**config.mk**
```make
export PLATFORM = sky130hd
export DESIGN_NAME = sync_fifo
export DESIGN_NICKNAME = d
export VERILOG_FILES = /design/src/rtl/stream_result_checker_fifo.sv
export SDC_FILE = /design/constraint.sdc
export NUM_CORES = 1
export LEC_CHECK = 0
export ABC_AREA = 1
export CAP_MARGIN = 30
export CORE_AREA = 2 2 177 179
export CTS_CLUSTER_SIZE = 20
export DETAILED_ROUTE_END_ITERATION = 8
export DIE_AREA = 0 0 179 181
export PLACE_DENSITY_LB_ADDON = 0.12
export REMOVE_ABC_BUFFERS = 1
export SLEW_MARGIN = 20
export SYNTH_ARGS = -nofsm -noshare
export SYNTH_HDL_FRONTEND = slang
export SYNTH_SLANG_ARGS = --single-unit
```
**constraint.sdc**
```tcl
create_clock -name i_clk -period 4.55 [get_ports i_clk]
set_input_delay 0.91 -clock i_clk [delete_from_list [all_inputs] [get_ports i_clk]]
set_output_delay 0.91 -clock i_clk [all_outputs]
set_load 0.02 [all_outputs]
```
**src/rtl/stream_result_checker_fifo.sv**
```systemverilog
// Expected-data FIFO: power-of-two depth, extra pointer bit separates full from empty.
module sync_fifo #(
  parameter int WIDTH = 32,
  parameter int DEPTH = 8
) (
  input  logic             i_clk,
  input  logic             i_rst,
  input  logic             i_flush,
  input  logic             i_push,
  input  logic             i_pop,
  input  logic [WIDTH-1:0] i_data,
  output logic [WIDTH-1:0] o_head,
  output logic             o_full,
  output logic             o_empty
);

  localparam int AW = $clog2(DEPTH);

  logic [WIDTH-1:0] r_mem [DEPTH];
  logic [AW:0]      r_wr_ptr;
  logic [AW:0]      r_rd_ptr;
  logic             w_do_push;
  logic             w_do_pop;

  assign o_empty   = (r_wr_ptr == r_rd_ptr);
  assign o_full    = (r_wr_ptr[AW] != r_rd_ptr[AW]) && (r_wr_ptr[AW-1:0] == r_rd_ptr[AW-1:0]);
  assign w_do_push = i_push && !o_full && !i_flush;
  assign w_do_pop  = i_pop && !o_empty && !i_flush;
  assign o_head    = r_mem[r_rd_ptr[AW-1:0]];

  always_ff @(posedge i_clk or posedge i_rst) begin
    if (i_rst) begin
      r_wr_ptr <= '0;
      r_rd_ptr <= '0;
    end else if (i_flush) begin
      r_wr_ptr <= '0;
      r_rd_ptr <= '0;
    end else begin
      if (w_do_push) r_wr_ptr <= r_wr_ptr + (AW+1)'(1);
      if (w_do_pop)  r_rd_ptr <= r_rd_ptr + (AW+1)'(1);
    end
  end

  always_ff @(posedge i_clk) begin
    if (w_do_push) r_mem[r_wr_ptr[AW-1:0]] <= i_data;
  end

endmodule

```
==> summary.md <==
| Metric | Value |
|---|---|
| Vias in the first global route | `about 6500` |
| Worst setup path class | `flip-flop to output pin` |
| Setup repair bufs after CTS | `0` |
| Layout cells sized above 1 | `10.8%` |
| Hold buffers post-CTS | `0` |
| DP Wirelength | `between 10 and 15 mm` |
| Iter 0 DRT Violations | `457` |
| Chip height | `181 um` |
| Synth top area share | `72.7%` |
| Min-delay src | `r_wr_ptr[3]` |
| Reg power frac | `48.6%` |
| Post-synthesis cell type count | `26` |
| Via count | `6541` |
| Final global-route overflow total | `0` |
| First-pass GRT wire length | `39.3 mm` |
| Synth top cells by count | `256 x edfxtp_1, 138 x nor2_1, 118 x nand2_1` |
| Comb pwr share | `about an eighth` |
| Final Skew | `0.0122 ns` |
| Post-Route WL | `25.5 mm` |
| Post_cts resized | `0` |
| CP max FO | `39` |
| Clk_lat worst skew | `0.54 ns` |
| Mean Syn Cell Area | `13.0 um2` |
| Die Area | `32400 um2` |
| Synth area leader | `edfxtp_1` |
| Status | `completed` |
| Layout net count | `924` |
| CTS tree | `yes` |
| Startpoint Class | `flip-flop` |
| CTS Buf Count | `29` |
| Cell Pwr Density | `approximately 440 nW/um2` |
| Die X | `179 um` |
| Antenna violations before repair | `0` |
| Final Max Tran Viols | `0` |
| Count of input and output buffers | `70` |
| First-pass DRT Iterations | `4` |
| Slew margin rel. | `46.2%` |
| Psw | `1.39 mW` |
| Synthesis-stage register bit count | `around 260` |
| Post-synthesis sequential area ratio | `between 70% and 80%` |
| H-tree levels | `1` |
| Overall power | `5.59 mW` |
| Asr flop ratio synth | `3.03%` |
| RSZ-0062 raised after global routing | `no` |
| Maximum clock rate | `0.263 GHz` |
| Worst Setup End Kind | `output pin` |
| Hold path depth | `2` |
| CTS Buffer Depth | `3` |
| WP data required | `3.64 ns` |
| Synth top area cells | `edfxtp_1 73%, nor2_1 4.9%, nand2_1 4.2%` |
| Hold Crit Class | `flip-flop to flip-flop` |
| Final Util | `roughly two fifths` |
| DRC | `0` |
| Hold Fails Final Rpt | `0` |
| Worst Tran Pin Value | `0.806 ns` |
| Max-cap viol count | `0` |
| Boundary pin count | `71` |
| Worst vdd ir | `0.000271 V` |
| Clk pwr share | `38.5%` |
| Detail-routed via count per cell | `5.03` |
| P_int | `4.20 mW` |
| Post-synth EDFFs | `256` |
| # diodes | `0` |
| Gpl congestion | `0.700` |
| Clock sinks | `264` |
| Clk slew on worst S/H paths | `0.06 ns` |
| Wire per inst | `just under 20 um` |
| FP Rows | `64` |
| R2r setup slk | `1.60 ns` |
| Most frequent cell after synthesis | `edfxtp_1` |
| Synth Flop Type | `edfxtp_1` |
| Core box area | `30300 um2` |
| Largest net degree at the start of global routing | `133` |
| Final critical-path required period | `3.80 ns` |
| DRT antenna net count | `0` |
| WHS Endpoint | `r_wr_ptr[3]` |
| Setup violators final | `0` |
| Final period utilization | `83.6%` |
| Worst r2r dst | `r_mem[5][24]` |
| R2R cell count | `8` |
| Yosys Warn Count | `0` |
| Post-Synthesis Cells | `813` |
| Arrival @ worst endpoint | `2.89 ns` |
| Area delta synth->final | `19.4%` |
| Initial core utilization | `34.8%` |
| R2r startpoint | `r_rd_ptr[1]` |
| P_leak | `4.30 nW` |
| Root Buffer | `clkbuf_16` |
| Switching share of power | `about a quarter` |
| Netlist Area Pre-Place | `10600 um2` |
| GRT Overall Usage | `between 15 and 20%` |
==> sequential cells by signal (all words and copies together), names as in the netlist <==
| name | cells |
|---|---|
| r_wr_ptr | 4 |
| r_rd_ptr | 4 |
| r_mem | 256 |
==> kinds of logic (layout without fill, tap and decap cells) <==
family	Yosys count	in the layout	synth area share (%)
compound gates	193	193	10.4
buf+inv	66	158	3.62
fa+ha+maj	2	2	0.237
simple gates	284	284	10.7
flops	264	264	74.6
xor+xnor	4	4	0.331
==> per-stage QoR <==
step	TNS, ns	worst slack [ns]	instances	hold WS (ns)	area (um2)
4_1_cts	0	0.711	1301	0.533	12600
2_1_floorplan	-239.98	-0.935	761	0.493	10200
3_3_place_gp	0	1.28	1250	0.515	11800
6_report	0	0.746	1301	0.524	12600
5_1_grt	0	0.509	1301	0.602	12600
3_5_place_dp	0	1.30	1250	0.521	11800
==> cell usage in the layout (no fill, tap or decap) <==
cell             netlist  routed
a21oi_1                1       1
dfrtp_2                0       2
o21ai_0               83      83
ha_1                   2       2
clkinv_2               0       5
nand3_2                1       1
clkdlybuf4s50_1        0      70
nor2_4                 0       8
nand4_1                8       8
buf_12                 0       6
clkbuf_16              0      29
o22ai_1               64      64
clkbuf_1              15       8
dfrtp_4                0       1
o21ai_2               15      15
nand3_1               15      15
buf_4                  2      17
nand4_4                1       1
bufinv_16              0       1
clkinv_1               1       7
inv_2                  6       6
inv_1                  6       6
inv_4                  1       1
o21ai_1               30      30
inv_8                  0       1
nor2_1               138     130
nand2_2                3       3
dfrtp_1                8       5
inv_16                 0       1
xor2_1                 4       4
nand2_1              118     118
edfxtp_1             256     256
==> worst max path at each step <==
stage,startpoint,end,slack [ns]
detailed placement,r_rd_ptr[1],o_head[21],1.30
finish,r_rd_ptr[0],o_head[16],0.75
global route,r_rd_ptr[0],o_head[16],0.51
CTS,r_rd_ptr[0],o_head[16],0.71
global placement,r_rd_ptr[0],o_head[16],1.28
floorplan,r_rd_ptr[0],r_mem[0][0],-0.94
==> metal layers <==
metal / vias up / wire length (um) / global-route usage, %
li1: 3109 / - / -
met1: 3260 / 12000 / 22.9
met2: 140 / 12200 / 25.9
met3: 32 / 952 / 2.10
met4: 0 / 356 / 3.02
met5: - / 0 / 0
==> power groups by stage <==
stage	Clock, mW	Combinational (mW)	Sequential, mW
finish	2.15	0.722	2.72
global route	2.31	0.803	2.72
CTS	2.21	0.736	2.72
detailed placement	0	0.734	2.77
global placement	0	0.738	2.77
floorplan	0	0.362	2.80
==> final cells by class <==
type	instances	area (um2)
Fill cell	2839	17700
Multi-Input combinational cell	483	2360
Clock buffer	37	756
Timing Repair Buffer	93	948
Sequential cell	264	7890
Inverter	14	55.1
Tap cell	396	495
Clock inverter	14	109
==> critical path: stages, from the launching register on <==
cell	delay, ns
dfrtp_4	0.50
inv_4	0.36
buf_4	0.36
o21ai_0	0.13
o22ai_1	0.12
nand2_1	0.07
nand2_1	0.16
clkdlybuf4s50_1	0.63
Note: power is estimated with default switching activity, not from simulation.
